**config.mk**
```make
export PLATFORM = sky130hd
export DESIGN_NAME = frame_commit
export DESIGN_NICKNAME = d
export VERILOG_FILES = /design/src/rtl/cells_pkg.sv /design/src/rtl/frame_commit.sv
export SDC_FILE = /design/constraint.sdc
export NUM_CORES = 1
export LEC_CHECK = 0
export CORE_MARGIN = 1.5
export CORE_UTILIZATION = 50
export DETAILED_ROUTE_END_ITERATION = 10
export PLACE_DENSITY = 0.84
export RECOVER_POWER = 25
export SYNTH_ARGS = -nofsm -noshare
export SYNTH_HDL_FRONTEND = slang
export SYNTH_SLANG_ARGS = --single-unit
```
**constraint.sdc**
```tcl
create_clock -name clk_i -period 2.6 [get_ports clk_i]
set_input_delay 0.39 -clock clk_i [delete_from_list [all_inputs] [get_ports clk_i]]
set_output_delay 0.39 -clock clk_i [all_outputs]
set_load 0.02 [all_outputs]
```
**src/rtl/cells_pkg.sv**
```systemverilog
// Cell-state encodings shared by the sand/water engine and the frame-commit pass,
// plus the state type of the commit FSM.
package cells_pkg;

  localparam logic [1:0] CELL_EMPTY = 2'b00;
  localparam logic [1:0] CELL_SAND  = 2'b01;
  localparam logic [1:0] CELL_WATER = 2'b10;

  typedef enum logic [1:0] {
    IDLE = 2'd0,
    COPY = 2'd1,
    DONE = 2'd2
  } commit_state_t;

endpackage

```
**src/rtl/frame_commit.sv**
```systemverilog
// Copies the next-frame RAM into display VRAM while clearing the RAM behind it,
// and merges at most one pending user draw into empty cells on the way.
module frame_commit
  import cells_pkg::*;
#(
  parameter int ACTIVE_COLUMNS = 640,
  parameter int ACTIVE_ROWS    = 480,
  parameter int ADDR_WIDTH     = $clog2(ACTIVE_COLUMNS * ACTIVE_ROWS),
  parameter int DATA_WIDTH     = 2
) (
  input  logic                  clk_i,
  input  logic                  reset_i,
  input  logic                  start_i,
  input  logic [DATA_WIDTH-1:0] ram_rd_data_i,
  output logic [ADDR_WIDTH-1:0] ram_rd_address_o,
  output logic [ADDR_WIDTH-1:0] ram_wr_address_o,
  output logic [DATA_WIDTH-1:0] ram_wr_data_o,
  output logic                  ram_wr_en_o,
  output logic [ADDR_WIDTH-1:0] vram_wr_address_o,
  output logic [DATA_WIDTH-1:0] vram_wr_data_o,
  output logic                  vram_wr_en_o,
  input  logic                  draw_valid_i,
  input  logic [ADDR_WIDTH-1:0] draw_address_i,
  input  logic [DATA_WIDTH-1:0] draw_data_i,
  output logic                  draw_ready_o,
  output logic                  busy_o,
  output logic                  done_o
);

  localparam int                    CELLS     = ACTIVE_COLUMNS * ACTIVE_ROWS;
  localparam logic [ADDR_WIDTH-1:0] LAST_ADDR = ADDR_WIDTH'(CELLS - 1);
  localparam logic [ADDR_WIDTH:0]   CELLS_EXT = (ADDR_WIDTH + 1)'(CELLS);

  commit_state_t r_state;
  commit_state_t w_next_state;

  logic [ADDR_WIDTH-1:0] r_wr_ptr;
  logic [ADDR_WIDTH-1:0] r_rd_ptr;
  logic [ADDR_WIDTH-1:0] r_draw_addr;
  logic [DATA_WIDTH-1:0] r_draw_data;
  logic                  r_pending;

  logic w_last;
  logic w_draw_accept;
  logic w_draw_in_range;
  logic w_draw_hit;
  logic w_cell_empty;

  assign w_last          = (r_wr_ptr == LAST_ADDR);
  assign w_draw_accept   = draw_valid_i && !r_pending;
  assign w_draw_in_range = ({1'b0, draw_address_i} < CELLS_EXT);
  assign w_draw_hit      = (r_state == COPY) && r_pending && (r_wr_ptr == r_draw_addr);
  assign w_cell_empty    = (ram_rd_data_i == DATA_WIDTH'(CELL_EMPTY));
  assign draw_ready_o    = !r_pending;

  always_ff @(posedge clk_i or negedge reset_i) begin
    if (!reset_i) begin
      r_state <= IDLE;
    end else begin
      r_state <= w_next_state;
    end
  end

  // The read pointer wraps to 0 one cycle before the final write, so the last
  // COPY cycle already reads address 0 and neither pointer ever holds N.
  always_ff @(posedge clk_i or negedge reset_i) begin
    if (!reset_i) begin
      r_wr_ptr <= '0;
      r_rd_ptr <= '0;
    end else if ((r_state == IDLE) && start_i) begin
      r_wr_ptr <= '0;
      r_rd_ptr <= ADDR_WIDTH'(1);
    end else if (r_state == COPY) begin
      r_wr_ptr <= w_last ? '0 : r_wr_ptr + ADDR_WIDTH'(1);
      r_rd_ptr <= (r_rd_ptr == LAST_ADDR) ? '0 : r_rd_ptr + ADDR_WIDTH'(1);
    end
  end

  // A draw is consumed when its cell passes, whether it lands or is dropped.
  always_ff @(posedge clk_i or negedge reset_i) begin
    if (!reset_i) begin
      r_pending   <= 1'b0;
      r_draw_addr <= '0;
      r_draw_data <= '0;
    end else if (w_draw_accept) begin
      if (w_draw_in_range) begin
        r_pending   <= 1'b1;
        r_draw_addr <= draw_address_i;
        r_draw_data <= draw_data_i;
      end
    end else if (w_draw_hit) begin
      r_pending <= 1'b0;
    end
  end

  always_comb begin
    w_next_state      = r_state;
    ram_rd_address_o  = '0;
    ram_wr_address_o  = '0;
    ram_wr_data_o     = '0;
    ram_wr_en_o       = 1'b0;
    vram_wr_address_o = '0;
    vram_wr_data_o    = '0;
    vram_wr_en_o      = 1'b0;
    busy_o            = 1'b0;
    done_o            = 1'b0;

    unique case (r_state)
      IDLE: begin
        if (start_i) begin
          w_next_state = COPY;
        end
      end
      COPY: begin
        busy_o            = 1'b1;
        ram_rd_address_o  = r_rd_ptr;
        ram_wr_en_o       = 1'b1;
        ram_wr_address_o  = r_wr_ptr;
        vram_wr_en_o      = 1'b1;
        vram_wr_address_o = r_wr_ptr;
        vram_wr_data_o    = (w_draw_hit && w_cell_empty) ? r_draw_data : ram_rd_data_i;
        if (w_last) begin
          w_next_state = DONE;
        end
      end
      DONE: begin
        busy_o       = 1'b1;
        done_o       = 1'b1;
        w_next_state = IDLE;
      end
      default: begin
        w_next_state = IDLE;
      end
    endcase
  end

endmodule

```
==> flow_summary.ini <==
[final_layout]
drive_above_1_share_pct = 12.6
fill_cells = 568
area_delta_synth_final_pct = 31.4
register_area_sq_mm = 0.00155
fin_area_sq_mm = 0.00497
nNetsFinal = 507
mostFrequentLayoutCells = 62 x dfrtp_1, 38 x clkdlybuf4s50_1, 38 x dlymetal6s2s_1
layout_commonest_cell = dfrtp_1
multi_input_area_sq_mm = 0.00196
antennaDiodeCount = 0

[worst_setup_path]
cp-start-kind = flop
r2r_start = r_state[1]$_DFFE_PN0P_
r2r_slack_ps = 260
rr_worst_depth = 7
worst-setup-path-type = flop to output port
worstPathRequired_ps = 2210
critPathSlowestCell = clkdlybuf4s50_1
cp_cell_sequence = inv_1, ha_2, buf_12, and2_1, clkdlybuf4s50_1
cp-end-kind = output port
max_stage_delay_ps = 590
r2r_end = r_rd_ptr[11]$_DFFE_PN0P_
cp.arrival_ps = 2120
path_max_fanout = 53

[power]
p_sw_w = 0.00135
switching_share_pct = 36.3
p_leak_nw = 2.76
clkPwrFrac_pct = 26.4
p_seq_share_pct = 37.5
power_frac_comb_pct = 36.1
power_density_mw_per_mm2 = 750
ir_worst_vdd_mv = 0.513
internal-power_w = 0.00237

[timing]
layout_min_cycle_time_ps = 2510
setup_slack_ps = 88.7
setup_viol = 0
fin_skew_ps = 12.3
relSlewSlack_pct = 39.5
min_period_over_period_pct = 96.6
max_freq_mhz = 398
setup-tns-final_ps = 0
tightest_slew_ps = 907
maxSlewViolCount = 0
hold_viol = 0

[die]
die_w_um = 90.0
ios = 93
die_y_um = 90.0
fp.coreArea_sq_mm = 0.00729
rows = 31
initial_core_util_pct = 51.9
die_area_sq_mm = 0.00810

[placement]
place_area_sq_mm = 0.00466
dp_slack_ps = 44.2
gp_congestion = 0.880
portBuffers = 90
hpwl_mm = 6.88

[logic_synthesis]
yosysUniqueCellTypes = 48
ys_ff_latch = 62
yosys_warnings = 0
synth_cells = 397
ys.flop_type = dfrtp_1
ys_seq_area_share_pct = 41.0
synth_enable_flop_cells = 0
async_flop_share_pct = 100
syn_avg_cell_area_sq_um = 9.53
synthesis.area_sq_mm = 0.00378

[hold_path]
hold_depth = 1
hold_path_startpoint = r_draw_data[0]$_DFFE_PN0P_
whs_endpoint = r_draw_data[0]$_DFFE_PN0P_
min_path_type = flop to flop

[global_route]
grt_pass1_wl_mm = 15.5
first_global_vias = 3121
grt_max_degree = 54
antenna_found_initial = 0
grt_usage_pct = 23.8
gr-total-overflow = 0

[clock_tree]
cts-buffers-inserted = 9
clk_latency_ps = 350
cts_tree = built
cts_buffer_depth = 2
cts_root_buf = clkbuf_8
htreeDepth = 3
cts_sinks = 62
clk_pin_slew_ps = 70

[flow_run]
max_cap_violations = 0

[route]
drt_iter0_drc = 266
ant_nets = 0
vias = 3340
drc_errors = 0
wire_per_inst_um = 16.6
vias_per_cell = 5.79
drt-total-wl_mm = 9.60
firstDrtPassIters = 5

[status]
status = completed
-- layer usage --
metal | up-vias | routed length [um] | track usage, %
li1 | 1533 | - | -
met1 | 1639 | 4290 | 33.0
met2 | 152 | 4580 | 37.3
met3 | 16 | 603 | 4.74
met4 | 0 | 127 | 8.07
met5 | - | 0 | 0
-- synth_stat cells, types with 10 or more instances --
cell      instances  share of area, %
xor2_1           24               5.6
clkbuf_1         10              0.99
nand4_1          10               1.7
o31ai_1          10               2.0
buf_4            22               4.4
and2_1           36               6.0
nor2_1           25               2.5
nand3_1          19               2.5
inv_1            10              0.99
nand2_1          20               2.0
a21oi_1          23               3.0
mux2_2           20               6.0
xnor2_1          11               2.5
dfrtp_1          62                41
-- layout make-up --
cell class,count,share of cell area [%]
inverter,10,0.755
sequential,62,31.2
tap,99,2.49
multi-input combinational,288,39.4
clock buffer,10,2.77
timing repair buffer,102,21.4
clock inverter,6,1.89
-- worst max-delay path by stage --
| stage | startpoint | end | slack [ps] | cells past startpoint |
|---|---|---|---|---|
| 2_1_floorplan | r_state[1]$_DFFE_PN0P_ | vram_wr_data_o[0] | -20 | 7 |
| 3_3_place_gp | r_state[1]$_DFFE_PN0P_ | vram_wr_data_o[1] | 120 | 7 |
| 3_5_place_dp | r_state[1]$_DFFE_PN0P_ | vram_wr_data_o[1] | 40 | 7 |
| 4_1_cts | r_state[1]$_DFFE_PN0P_ | ram_wr_address_o[10] | 5 | 5 |
| 5_1_grt | r_state[1]$_DFFE_PN0P_ | ram_rd_address_o[5] | -6 | 5 |
| 6_report | r_state[1]$_DFFE_PN0P_ | ram_rd_address_o[0] | 90 | 5 |
-- worst max-delay path: cells and delay by family, from the launching register on --
kind	cells	cell delay, ps
adders and majority gates	1	240
buffers and inverters	3	960
DFF	1	420
and+or+nand+nor	1	150
-- sequential cells by signal, indices dropped and copies added (netlist names) --
register     cells
r_draw_addr     19
r_draw_data      2
r_pending        1
r_rd_ptr        19
r_state          2
r_wr_ptr        19
-- cells by family after synthesis --
kind of cell    Yosys count  synth area share, %
compound gates           55                 9.20
xor+xnor                 35                 8.10
fa+ha+maj                 7                 2.32
buf+inv                  48                 7.31
flops                    62                 41.0
mux                      23                 6.75
other cells               1               0.0991
simple gates            166                 25.2
-- power by group through the flow --
| stage | Sequential, W | Combinational [W] | Clock (W) |
|---|---|---|---|
| 2_1_floorplan | 0.00134 | 0.000929 | 0 |
| 3_3_place_gp | 0.00139 | 0.00131 | 0 |
| 3_5_place_dp | 0.00141 | 0.00136 | 0 |
| 4_1_cts | 0.00139 | 0.00136 | 0.000998 |
| 5_1_grt | 0.00143 | 0.00147 | 0.00104 |
| 6_report | 0.00140 | 0.00134 | 0.000983 |
-- per-stage QoR --
stage	cells	power, W	hold WS [ps]	utilization, %
2_1_floorplan	398	0.00227	94.4	-
3_3_place_gp	560	0.00271	325	63.9
3_5_place_dp	560	0.00277	330	63.9
4_1_cts	577	0.00376	492	67.1
5_1_grt	577	0.00394	541	68.2
6_report	577	0.00373	522	68.2
-- repair_timing --
action | in CTS | in global routing
hold buffers | 1 | 0
endpoints found under the hold margin | 15 | 0
setup endpoints to repair | 14 | 48
gates cloned | 0 | 0
gates resized for setup | 17 | 42
pin swaps | 0 | 2
setup buffers | 0 | 0
(Power assumes the default switching activity.)
